===== config.mk =====
export PLATFORM = sky130hd
export DESIGN_NAME = shift_right_stage
export DESIGN_NICKNAME = d
export VERILOG_FILES = /design/src/rtl/shift_right_stage.sv
export SDC_FILE = /design/constraint.sdc
export NUM_CORES = 1
export LEC_CHECK = 0
export ABC_CLOCK_PERIOD_IN_PS = 2400
export CAP_MARGIN = 20
export CORE_MARGIN = 10
export CORE_UTILIZATION = 45
export CTS_BUF_LIST = sky130_fd_sc_hd__clkbuf_8
export DETAILED_ROUTE_END_ITERATION = 6
export HOLD_SLACK_MARGIN = 0.06
export PLACE_DENSITY = 0.69
export SLEW_MARGIN = 5
export SYNTH_ARGS = -nofsm -noshare
export SYNTH_HDL_FRONTEND = slang
export SYNTH_SLANG_ARGS = --single-unit

===== constraint.sdc =====
create_clock -name clk -period 2.4 [get_ports clk]
set_input_delay 0.48 -clock clk [delete_from_list [all_inputs] [get_ports clk]]
set_output_delay 0.48 -clock clk [all_outputs]
set_load 0.005 [all_outputs]

===== src/rtl/shift_right_stage.sv =====
// Purpose: registered logical right shifter (a >> b) feeding an in-order result FIFO.
// Latency: one cycle from accept to out_valid when the FIFO is empty; one accept and one pop per cycle sustained.
// Backpressure: in_ready drops only when the FIFO is full, decoded from the level register alone.
//
// Ports:
//   clk, rst            single clock, asynchronous active-high reset
//   in_valid/in_ready   operand handshake; in_a is the value, in_b the unsigned shift amount
//   out_valid/out_ready result handshake; out_data = head result, out_sat = head had b >= N
//   level               FIFO occupancy, 0..DEPTH
module shift_right_stage #(
  parameter int N     = 8,
  parameter int DEPTH = 4
) (
  input  logic                     clk,
  input  logic                     rst,
  input  logic                     in_valid,
  output logic                     in_ready,
  input  logic [N-1:0]             in_a,
  input  logic [N-1:0]             in_b,
  output logic                     out_valid,
  input  logic                     out_ready,
  output logic [N-1:0]             out_data,
  output logic                     out_sat,
  output logic [$clog2(DEPTH):0]   level
);

  localparam int AW = $clog2(DEPTH);
  localparam int LW = AW + 1;
  // One extra bit so N itself is representable for the saturation compare.
  localparam logic [N:0]    SHIFT_LIM = (N+1)'(N);
  localparam logic [LW-1:0] FULL_LVL  = LW'(DEPTH);

  logic [N-1:0]     data_mem [DEPTH];
  logic [DEPTH-1:0] sat_mem;
  logic [AW-1:0]    wr_ptr;
  logic [AW-1:0]    rd_ptr;

  logic             push;
  logic             pop;
  logic [N-1:0]     shift_res;
  logic             shift_sat;

  // Every bit of in_b counts: any amount >= N shifts everything out.
  always_comb begin
    shift_sat = ({1'b0, in_b} >= SHIFT_LIM);
    shift_res = '0;
    if (!shift_sat) begin
      shift_res = in_a >> in_b;
    end
  end

  // Handshake flags depend only on the level register, so there is no
  // combinational path from out_ready to in_ready.
  assign in_ready  = (level != FULL_LVL);
  assign out_valid = (level != '0);
  assign push      = in_valid && in_ready;
  assign pop       = out_valid && out_ready;

  assign out_data  = data_mem[rd_ptr];
  assign out_sat   = sat_mem[rd_ptr];

  always_ff @(posedge clk or posedge rst) begin
    if (rst) begin
      wr_ptr  <= '0;
      rd_ptr  <= '0;
      level   <= '0;
      sat_mem <= '0;
      for (int i = 0; i < DEPTH; i++) begin
        data_mem[i] <= '0;
      end
    end else begin
      if (push) begin
        data_mem[wr_ptr] <= shift_res;
        sat_mem[wr_ptr]  <= shift_sat;
        wr_ptr           <= wr_ptr + AW'(1);
      end
      if (pop) begin
        rd_ptr <= rd_ptr + AW'(1);
      end
      // Pointers wrap modulo DEPTH; level alone distinguishes full from empty.
      case ({push, pop})
        2'b10:   level <= level + LW'(1);
        2'b01:   level <= level - LW'(1);
        default: level <= level;
      endcase
    end
  end

endmodule


After elaboration in Yosys (flattened, before gate mapping)
Cells that the tools add are included.
Operators by class
  shift operators: 1
  reduce and logical (&&, ||, !) cells: 6
  add/subtract/negate cells: 4
  eq/ne operators: 3
  bitwise gates (word level): 2
  magnitude comparators: 7
  multiplexer cells: 13
Operators by type and width (count)
  32-bit bitwise mux: 1
  8-bit two-way mux: 4
  8-bit binary-select mux with 2-bit select: 1
  8-bit demux with 2-bit select: 1
  8-bit by 4-bit greater-or-equal comparator with 1-bit output (second input constant): 1
  8-bit by 8-bit right shift with 8-bit output: 1
  3-bit greater-or-equal comparator (second input constant): 2
  2-bit by 3-bit < comparator with 1-bit output (second input constant): 2
  2-bit NOT with 3-bit output: 2
  3-bit one-hot mux with 2 select lines: 1
  2-bit by 1-bit adder with 2-bit output (second input constant): 2
  4-bit bitwise mux: 1
  1-bit logical AND: 4
  3-bit by 1-bit adder with 3-bit output (second input constant): 1
  3-bit by 1-bit < comparator with 1-bit output (second input constant): 1
  3-bit != test (second input constant): 1
  3-bit nonzero test: 1
  3-bit by 1-bit subtractor with 3-bit output (second input constant): 1
  1-bit binary-select mux with 2-bit select: 1
  1-bit demux with 2-bit select: 1
  2-bit by 1-bit == test with 1-bit output (second input constant): 1
  2-bit == test (second input constant): 1
  2-bit by 1-bit greater-or-equal comparator with 1-bit output (second input constant): 1
  1-bit two-way mux: 2
  2-bit nonzero test: 1
Word-level totals
  flip-flop bits (word level): 43
  bits of input ports: 20

Logic depth before layout (Yosys ltp)
Gate-level depths: netlist of run 1.
  word-level depth: 6
  mapped depth: 9
  depth with buffers taken out: 8

Worst setup path before layout of run 1
Ideal clock, no wire load.
  kind: register to register
  start point: register level[0]
  end point: register level[2]
  arrival time: 2136 ps
  setup time: 79 ps
  slack: 184 ps
  period minus slack after synthesis: 2216 ps
  cell stages (with the launch flop): 10
  path buffers: 1
  path through: dfrtp_1 > or3b_2 > buf_2 > nand2_1 > ha_1 > inv_1 > fa_1 > xor2_1 > nor2_1 > xor2_1
Between the ends
  longest elaborated chain between the ends: 4
RTL lines
  from (decl): RTL line 24  | output logic [$clog2(DEPTH):0] level
  from (signal assigned): RTL line 82  | 2'b10: level <= level + LW'(1);
  from (signal assigned): RTL line 83  | 2'b01: level <= level - LW'(1);
  from (signal assigned): RTL line 84  | default: level <= level;
  3-bit != test (*): RTL line 54  | assign in_ready = (level != FULL_LVL);
  named net in_ready: RTL line 17  | output logic in_ready,
  1-bit logical AND (*): RTL line 56  | assign push = in_valid && in_ready;
  2-bit by 1-bit == test with 1-bit output or 2-bit == test (tied branches): RTL line 81  | case ({push, pop})
  3-bit one-hot mux with 2 select lines or 2-bit nonzero test (tied branches)
Mark *: on every way through the listed nets, which the timed path passes. The rest lies on a longest branch.
A chain may end at the register's enable or synchronous reset.

Worst setup path in the final report of run 1
  start point: register rd_ptr[1]
  end point: output port out_data[0]
Between the ends
  longest elaborated chain between the ends: 4
RTL lines
  from (decl): RTL line 36  | logic [AW-1:0] rd_ptr;
  from (signal assigned): RTL line 78  | rd_ptr <= rd_ptr + AW'(1);
  2-bit NOT with 3-bit output (not written as such): RTL line 59  | assign out_data = data_mem[rd_ptr];
  8-bit binary-select mux with 2-bit select: RTL line 59
  8-bit two-way mux (not written as such) (2 in a row): RTL line 59
  to (decl): RTL line 22  | output logic [N-1:0] out_data,
Every way passes these cells. The select of a mux whose other input is x is not followed.

==> impl_metrics.py, run 1 <==
metrics = {
    "final_layout": {
        "fillerInstances": 420,
        "layout_commonest_cell": "dfrtp_1",
        "finalInstanceArea_um2": 2841,
        "areaGrowthSynthToFinish_pct": 25.12,
        "post_route_cells_drive_above_1_share_pct": 35.07,
        "commonest_non_fill_non_tap_cells_in_the_layout": "dfrtp_1, clkdlybuf4s50_1, mux2_2",
        "diodes": 0,
        "finish.net_count": 236,
    },
    "grt": {
        "initial_antenna_violation_count": 0,
        "largest_net_degree_at_the_start_of_global_routing": 44,
        "grt_pass1_vias": 1695,
        "grt_pass1_wl_um": 8880,
        "grt_util_all_layers_pct": 13.18,
        "gr-total-overflow": 0,
    },
    "setup_path": {
        "setup.worst_path.end_class": "primary output",
        "timing.critical_path.arrival_ns": 1.85,
        "worstRegToRegCells": 8,
        "critPathKind": "flop to primary output",
        "number_of_cells_on_the_critical_path": 2,
        "timing.critical_path.slowest_stage_cell": "mux4_2",
        "slowest_delay_ns": 0.55,
        "required_ns": 1.92,
        "cp_top_family": "multiplexers",
        "crit_fanout": 6,
        "worstPathCellList": "mux4_2, clkdlybuf4s50_1",
        "path_buf_inv": 1,
        "critical_path.startpoint_type": "flop",
    },
    "route": {
        "route.vias.total": 1488,
        "remaining_drc_errors": 0,
        "routed_wire_length_per_instance_um": 18.59,
        "detail-route-antenna-nets": 0,
        "drt-initial-drc-count": 85,
        "totalWireLength_um": 5167,
        "vias_per_cell": 5.353,
        "drtPass1Iterations": 4,
    },
    "sta": {
        "drv_slew": 0,
        "fin_hold_ws_ns": 0.5052,
        "grt_setup_unrepaired": "false",
        "setup_ws_ns": 0.07236,
        "timing.final.setup_violations": 0,
        "report.final.hold_viol_count": 0,
        "fmax_mhz": 429.6,
        "crit_share_post_route_pct": 96.99,
        "clock_skew_ns": 0.003967,
        "period_minus_slack_ns": 2.328,
        "setup_total_negative_slack_ns": 0,
        "tightest_slew_ns": 0.5518,
        "worst_slew_margin_pct": 63.21,
    },
    "hold_path": {
        "whs_path_depth": 1,
        "min_path_type": "flop to flop",
    },
    "yosys": {
        "syn-instance-count": 164,
        "postSynthNetCount": 190,
        "synth_area_um2": 2271,
        "synth_warnings": 0,
        "postSynth.asyncResetShare_pct": 100.0,
        "synth_edf_count": 0,
        "syn_avg_cell_area_um2": 13.85,
        "synth_cell_types": 31,
        "yosys_most_used_dff": "dfrtp_1",
        "share_of_the_yosys_chip_area_belonging_to_registers_pct": 47.38,
        "synth.ff_latch_count": 43,
    },
    "placed_design": {
        "buffer_ports.inserted": 33,
        "half_perimeter_wire_length_of_the_detailed_placement_result_um": 3870,
        "gp_congestion": 0.8771,
        "pre_cts_slack_ns": 0.02277,
        "detailed_place.area_um2": 2730,
    },
    "floorplan": {
        "chipWidth_um": 91.04,
        "pin_count": 34,
        "initial_core_util_pct": 47.14,
        "placement_rows": 25,
        "design.core.area_um2": 4817,
        "floorplan.die.height_um": 91.04,
        "die_area_um2": 8288,
    },
    "cts": {
        "clkSlewWorstSetupHoldPaths_ns": 0.08,
        "clock_tree.buffer_depth": 2,
        "tritoncts": "built",
        "cts.root.buffer_cell": "clkbuf_8",
        "clock_insertion_delay_worst_skew_ns": 0.29,
        "cts-hold-fix-buffers": 0,
        "cts-htree-levels": 2,
        "number_of_sinks_on_the_clock_net": 43,
        "cts_inserted_buffers": 5,
    },
    "pwr": {
        "power.ir.vdd_worst_v": 0.0005428,
        "cellLeakagePower_nw": 1.319,
        "pwr_density_cell_nw_per_um2": 805.5,
    },
    "run": {
        "cap_violations": 0,
    },
    "status": {
        "status": "finished clean",
    },
}
metal layers:
metal / share of wire [%] / vias to the layer above / GRT usage, %
met2: 51 / 44 / 22.26
met3: 3.9 / 9 / 3.374
met4: 1.5 / 0 / 4.830
met5: 0 / - / 0
met1: 44 / 749 / 15.82
li1: - / 686 / -
worst paths after layout:
path	start	end	slack, ns
hold / removal	data_mem[13]	data_mem[13]	0.51
setup / recovery	rd_ptr[1]	out_data[0]	0.07
setup reg to reg	level[0]	level[2]	0.22
min in group asynchronous	rst	level[1]	0.62
hold reg to reg	data_mem[13]	data_mem[13]	0.51
max in group asynchronous	rst	wr_ptr[1]	1.40
synthesized netlist by cell type, drive strengths merged, types with 3 or more instances:
| master | number | share of area [%] |
|---|---|---|
| a22o | 5 | 1.9 |
| mux2 | 31 | 15 |
| mux4 | 12 | 12 |
| a21oi | 4 | 0.88 |
| inv | 11 | 1.8 |
| ha | 5 | 2.8 |
| mux2i | 7 | 3.1 |
| dfrtp | 43 | 47 |
| xor2 | 3 | 1.2 |
| buf | 5 | 1.7 |
| nand3 | 4 | 1.8 |
| nor2 | 10 | 1.8 |
| xnor2 | 3 | 1.2 |
| nand2 | 3 | 0.61 |
timing repair:
item,4_1_cts,5_1_grt
endpoints found under the setup margin,0,2
buffers inserted,0,1
hold endpoints to repair,0,0
gates resized for setup,0,1
cells by family after synthesis:
| kind of cell | after synthesis | share of synthesized area (%) |
|---|---|---|
| mux | 50 | 30.36 |
| flops | 43 | 47.38 |
| simple gates | 27 | 6.943 |
| buf+inv | 18 | 3.802 |
| compound gates | 14 | 5.565 |
| xor+xnor | 6 | 2.314 |
| fa+ha+maj | 6 | 3.636 |
cell type report:
cell class | instances | area, µm² | area share [%]
clock buffer | 7 | 96.34 | 3.391
clock inverter | 1 | 3.754 | 0.1321
inverter | 11 | 41.29 | 1.453
multi-input combinational | 103 | 1109 | 39.01
sequential | 43 | 1076 | 37.87
tap | 67 | 83.83 | 2.950
timing repair buffer | 46 | 431.7 | 15.19
flip-flops by register name (all words and copies together) (netlist names):
signal	flops
rd_ptr	2
data_mem	32
sat_mem	4
wr_ptr	2
level	3
report_power, final:
part	total [mW]	internal (mW)	switching [mW]	leakage [nW]
Combinational	0.864	0.466	0.399	0.700
Clock	0.502	0.259	0.244	0.0557
Sequential	0.922	0.826	0.0961	0.564
Total	2.29	1.55	0.738	1.32
per-stage QoR:
step | total power [mW] | std cells | util [%]
2_1_floorplan | 1.445 | 164 | -
3_3_place_gp | 1.748 | 269 | 56.68
3_5_place_dp | 1.793 | 269 | 56.68
4_1_cts | 2.303 | 277 | 58.75
5_1_grt | 2.433 | 278 | 58.99
6_report | 2.289 | 278 | 58.99
Note: power is estimated with default switching activity, not from simulation.
==> inputs of run 2 (changes only) <==
--- a/config.mk
+++ b/config.mk
@@ -12,6 +12,7 @@
 export CTS_BUF_LIST = sky130_fd_sc_hd__clkbuf_8
 export DETAILED_ROUTE_END_ITERATION = 6
 export HOLD_SLACK_MARGIN = 0.06
+export MAX_ROUTING_LAYER = met4
 export PLACE_DENSITY = 0.69
 export SLEW_MARGIN = 5
 export SYNTH_ARGS = -nofsm -noshare
==> impl_metrics.py, run 2 (synthesized netlist as in run 1, its figures left out) <==
metrics = {
    "status": {
        "status": "finished clean",
    },
    "placed_design": {
        "half_perimeter_wire_length_of_the_detailed_placement_result_um": 3870,
        "dp.cells": 269,
        "buffer_ports.inserted": 33,
        "gp_congestion": 0.8915,
    },
    "cts": {
        "cts.root.buffer_cell": "clkbuf_8",
        "number_of_sinks_on_the_clock_net": 43,
        "cts_inserted_buffers": 5,
        "clkSlewWorstSetupHoldPaths_ns": 0.08,
        "cts-htree-levels": 2,
        "clock_tree.buffer_depth": 2,
        "clock_insertion_delay_worst_skew_ns": 0.29,
        "cts-hold-fix-buffers": 0,
        "tritoncts": "built",
    },
    "setup_path": {
        "timing.critical_path.arrival_ns": 1.84,
        "critPathLaunch": "rd_ptr[1]",
        "worst-r2r-setup-slack_ns": 0.22,
        "required_ns": 1.92,
        "worstRegToRegCells": 8,
        "crit_fanout": 6,
        "setup.worst_path.end_class": "primary output",
        "critical_path.startpoint_type": "flop",
        "regToRegStartpoint": "level[0]",
        "timing.rr.end": "level[2]",
        "critPathKind": "flop to primary output",
    },
    "pwr": {
        "cellLeakagePower_nw": 1.319,
        "switching_share_pct": 32.32,
        "power_mw": 2.291,
        "power.net_switching_mw": 0.7406,
        "power.ir.vdd_worst_v": 0.0005455,
        "fraction_of_power_consumed_by_combinational_cells_pct": 37.7,
        "pwr_density_cell_nw_per_um2": 806.3,
        "power_report.internal_total_mw": 1.551,
        "seq_pwr_share_pct": 40.3,
        "power.clock.fraction_pct": 22.0,
    },
    "sta": {
        "timing.final.setup_violations": 0,
        "drv_slew": 0,
        "report.final.hold_viol_count": 0,
        "clock_skew_ns": 0.001815,
        "worst_slew_margin_pct": 64.17,
        "period_minus_slack_ns": 2.323,
        "fmax_mhz": 430.4,
        "crit_share_post_route_pct": 96.80,
        "grt_setup_unrepaired": "false",
        "setup_total_negative_slack_ns": 0,
        "tightest_slew_ns": 0.5374,
        "fin_hold_ws_ns": 0.5062,
    },
    "floorplan": {
        "pin_count": 34,
        "design.core.area_um2": 4817,
        "die_area_um2": 8288,
        "chipWidth_um": 91.04,
        "placement_rows": 25,
        "initial_core_util_pct": 47.14,
        "floorplan.die.height_um": 91.04,
    },
    "grt": {
        "grt_util_all_layers_pct": 13.61,
        "grt_pass1_vias": 1693,
        "gr-total-overflow": 0,
        "initial_antenna_violation_count": 0,
        "grt_pass1_wl_um": 8873,
        "largest_net_degree_at_the_start_of_global_routing": 44,
    },
    "route": {
        "wl_met3_um": 193,
        "totalWireLength_um": 5137,
        "remaining_drc_errors": 0,
        "routed_wire_length_per_instance_um": 18.48,
        "top_signal_layer_used": "met4",
        "vias_per_cell": 5.295,
        "route.vias.total": 1472,
        "met1_length_um": 2247,
        "drt-initial-drc-count": 106,
        "drtPass1Iterations": 4,
        "detail-route-antenna-nets": 0,
        "wl_met2_um": 2616,
    },
    "final_layout": {
        "top_regs": "data_mem: 32 flops, sat_mem: 4 flops, level: 3 flops",
        "layout_commonest_cell": "dfrtp_1",
        "post_route_cells_drive_above_1_share_pct": 35.07,
        "max_reg_flops": 32,
        "finish.net_count": 236,
        "final_util_pct": 58.99,
        "areaGrowthSynthToFinish_pct": 25.12,
        "commonest_non_fill_non_tap_cells_in_the_layout": "dfrtp_1, clkdlybuf4s50_1, mux2_2",
        "register_ranked_first_by_flip_flop_count": "data_mem",
        "post_layout_instance_count_excluding_filler_cells": 278,
        "diodes": 0,
    },
    "run": {
        "cap_violations": 0,
    },
    "hold_path": {
        "hold_wc_startpoint": "data_mem[13]",
        "whs_path_depth": 1,
        "min_path_type": "flop to flop",
        "min_to": "data_mem[13]",
    },
}
run 2: cell counts in the layout (fill, tap and decap cells not counted):
No cell type changed its count.
run 2: area by class of cell:
type / instances / area (µm²)
Clock buffer: 7 / 96.34
Clock inverter: 1 / 3.754
Fill cell: 420 / 1976
Inverter: 11 / 41.29
Multi-Input combinational cell: 103 / 1109
Sequential cell: 43 / 1076
Tap cell: 67 / 83.83
Timing Repair Buffer: 46 / 431.7
run 2: what timing repair did:
action | 4_1_cts | 5_1_grt
setup buffers | 0 | 1
resized for setup | 0 | 1
setup endpoints to repair | 0 | 2
run 2: power groups by stage:
| stage | registers (mW) | logic (mW) | clock network (mW) |
|---|---|---|---|
| finish | 0.923 | 0.864 | 0.505 |
| global route | 0.939 | 0.951 | 0.543 |
| CTS | 0.928 | 0.861 | 0.513 |
| detailed placement | 0.941 | 0.853 | 0 |
| global placement | 0.930 | 0.819 | 0 |
| floorplan | 0.900 | 0.545 | 0 |
run 2: metal layers:
layer  global-route usage, %  up-vias
met4                   4.830        0
met3                   3.128        9
met2                   22.32       38
met1                   16.02      739
met5                       -        -
li1                        -      686
run 2: how the worst max path moves through the flow:
stage                              end  slack (ns)
after floorplan               level[2]        0.18
after global placement    data_mem[15]        0.09
after detailed placement  data_mem[15]        0.02
after CTS                  out_data[0]        0.03
after global routing       out_data[0]        0.01
final                      out_data[0]        0.08
run 2: worst max-delay path: stages (launching register included):
cell and delay (ns):
dfrtp_1 0.54, mux4_2 0.55, clkdlybuf4s50_1 0.46
run 2: through the flow:
stage | setup WS [ns] | cell area, µm²
after floorplan | 0.1844 | 2271
after global placement | 0.08782 | 2730
after detailed placement | 0.02277 | 2730
after CTS | 0.03191 | 2830
after global routing | 0.01157 | 2841
final | 0.07676 | 2841
==> inputs of run 3 (changes only) <==
--- a/config.mk
+++ b/config.mk
@@ -14,6 +14,7 @@
 export HOLD_SLACK_MARGIN = 0.06
 export MAX_ROUTING_LAYER = met4
 export PLACE_DENSITY = 0.69
+export REMOVE_ABC_BUFFERS = 1
 export SLEW_MARGIN = 5
 export SYNTH_ARGS = -nofsm -noshare
 export SYNTH_HDL_FRONTEND = slang
==> impl_metrics.py, run 3 (synthesized netlist as in run 1, its figures left out) <==
metrics = {
    "status": {
        "status": "finished clean",
    },
    "grt": {
        "gr-total-overflow": 0,
        "initial_antenna_violation_count": 0,
        "grt_util_all_layers_pct": 12.96,
        "largest_net_degree_at_the_start_of_global_routing": 44,
        "grt_pass1_wl_um": 8500,
        "grt_pass1_vias": 1689,
    },
    "sta": {
        "setup_total_negative_slack_ns": 0,
        "tightest_slew_ns": 0.5320,
        "setup_ws_ns": 0.07846,
        "crit_share_post_route_pct": 96.73,
        "clock_skew_ns": 0.002518,
        "report.final.hold_viol_count": 0,
        "drv_slew": 0,
        "fmax_mhz": 430.7,
        "worst_slew_margin_pct": 64.53,
        "timing.final.setup_violations": 0,
        "grt_setup_unrepaired": "false",
        "period_minus_slack_ns": 2.322,
    },
    "setup_path": {
        "timing.rr.end": "level[2]",
        "worstRegToRegCells": 8,
        "timing.critical_path.arrival_ns": 1.84,
        "critPathLaunch": "level[0]",
        "critPathKind": "flop to primary output",
        "required_ns": 1.92,
        "critical_path.endpoint": "in_ready",
        "path_buf_inv": 2,
        "timing.critical_path.slowest_stage_cell": "or3b_2",
        "worstPathCellList": "or3b_2, buf_4, clkdlybuf4s50_1",
        "slowest_delay_ns": 0.49,
        "cp_top_family": "buffers and inverters",
        "number_of_cells_on_the_critical_path": 3,
        "critical_path.startpoint_type": "flop",
        "regToRegStartpoint": "level[0]",
        "worst-r2r-setup-slack_ns": 0.20,
        "crit_fanout": 5,
        "setup.worst_path.end_class": "primary output",
    },
    "route": {
        "route.vias.total": 1498,
        "totalWireLength_um": 5023,
        "routed_wire_length_per_instance_um": 18.00,
        "detail-route-antenna-nets": 0,
        "vias_per_cell": 5.369,
        "drtPass1Iterations": 3,
        "drt-initial-drc-count": 75,
        "remaining_drc_errors": 0,
    },
    "cts": {
        "clock_insertion_delay_worst_skew_ns": 0.29,
        "cts-hold-fix-buffers": 0,
        "cts_setup_buffers": 0,
        "cts_inserted_buffers": 5,
        "clkSlewWorstSetupHoldPaths_ns": 0.08,
        "number_of_sinks_on_the_clock_net": 43,
        "post_cts_resized": 0,
        "cts.root.buffer_cell": "clkbuf_8",
        "clock_tree.buffer_depth": 2,
        "tritoncts": "built",
        "cts-htree-levels": 2,
    },
    "floorplan": {
        "placement_rows": 25,
        "chipWidth_um": 91.04,
        "floorplan.die.height_um": 91.04,
        "initial_core_util_pct": 47.14,
        "pin_count": 34,
        "die_area_um2": 8288,
        "design.core.area_um2": 4817,
    },
    "placed_design": {
        "detailed_place.area_um2": 2745,
        "half_perimeter_wire_length_of_the_detailed_placement_result_um": 3851,
        "pre_cts_slack_ns": 0.02471,
        "buffer_ports.inserted": 33,
        "gp_congestion": 0.8750,
    },
    "final_layout": {
        "areaGrowthSynthToFinish_pct": 25.45,
        "layout_commonest_cell": "dfrtp_1",
        "max_reg_flops": 32,
        "fillerInstances": 402,
        "finish.net_count": 237,
        "final_util_pct": 59.14,
        "post_route_cells_drive_above_1_share_pct": 35.85,
        "register_ranked_first_by_flip_flop_count": "data_mem",
        "commonest_non_fill_non_tap_cells_in_the_layout": "dfrtp_1, clkdlybuf4s50_1, mux2_2",
        "top_regs": "data_mem: 32 flops, sat_mem: 4 flops, level: 3 flops",
        "finalInstanceArea_um2": 2849,
        "diodes": 0,
    },
    "run": {
        "cap_violations": 0,
    },
    "pwr": {
        "power_mw": 2.249,
        "pwr_density_cell_nw_per_um2": 789.4,
        "cellLeakagePower_nw": 1.318,
        "power.ir.vdd_worst_v": 0.0006438,
    },
    "hold_path": {
        "min_path_type": "flop to flop",
        "hold_wc_startpoint": "data_mem[19]",
    },
}
run 3: changes by cell type in the layout (fill, tap and decap cells not counted), sizes merged:
| cell | before | now |
|---|---|---|
| buf | 13 | 14 |
| clkinvlp | 0 | 1 |
| inv | 12 | 11 |
run 3: stage by stage:
stage / instances / hold slack, ns
after global placement: 271 / 0.4814
after global routing: 279 / 0.5324
after CTS: 279 / 0.5123
after floorplan: 157 / 0.4675
final: 279 / 0.5089
after detailed placement: 271 / 0.4939
run 3: cell type report:
class                           instances  area [µm²]  share of cell area (%)
Multi-Input combinational cell        103        1109                   38.91
Tap cell                               67       83.83                   2.942
Clock buffer                            7       96.34                   3.382
Inverter                               11       41.29                   1.449
Clock inverter                          1       7.507                  0.2635
Timing Repair Buffer                   47       435.4                   15.28
Sequential cell                        43        1076                   37.77
run 3: worst reg2reg max path: stages, from the launching register on:
cell and delay (ns):
dfrtp_1 0.43, or3b_2 0.49, nand2_1 0.15, ha_1 0.20, inv_1 0.06, fa_1 0.37, xor2_1 0.15, nor2_1 0.11
xor2_1 0.15
run 3: per-layer routing:
metal  up-vias  global-route usage [%]  share of wire (%)
met5         -                       -                  0
met1       768                   15.17                 45
met2        33                   21.18                 49
met3        13                   3.292                3.6
met4         0                   4.439                2.0
li1        684                       -                  -
run 3: worst min path at each step:
stage	depth (start not counted)	slack, ns	to
2_1_floorplan	1	0.47	data_mem[11]
3_3_place_gp	1	0.48	data_mem[13]
3_5_place_dp	1	0.49	data_mem[8]
4_1_cts	1	0.51	data_mem[8]
5_1_grt	1	0.53	data_mem[16]
6_report	1	0.51	data_mem[19]
run 3: where the power goes:
| part | internal, mW | leakage, nW | switching (mW) | total (mW) |
|---|---|---|---|---|
| logic | 0.439 | 0.704 | 0.384 | 0.823 |
| registers | 0.826 | 0.564 | 0.0912 | 0.917 |
| clock network | 0.262 | 0.0505 | 0.247 | 0.509 |
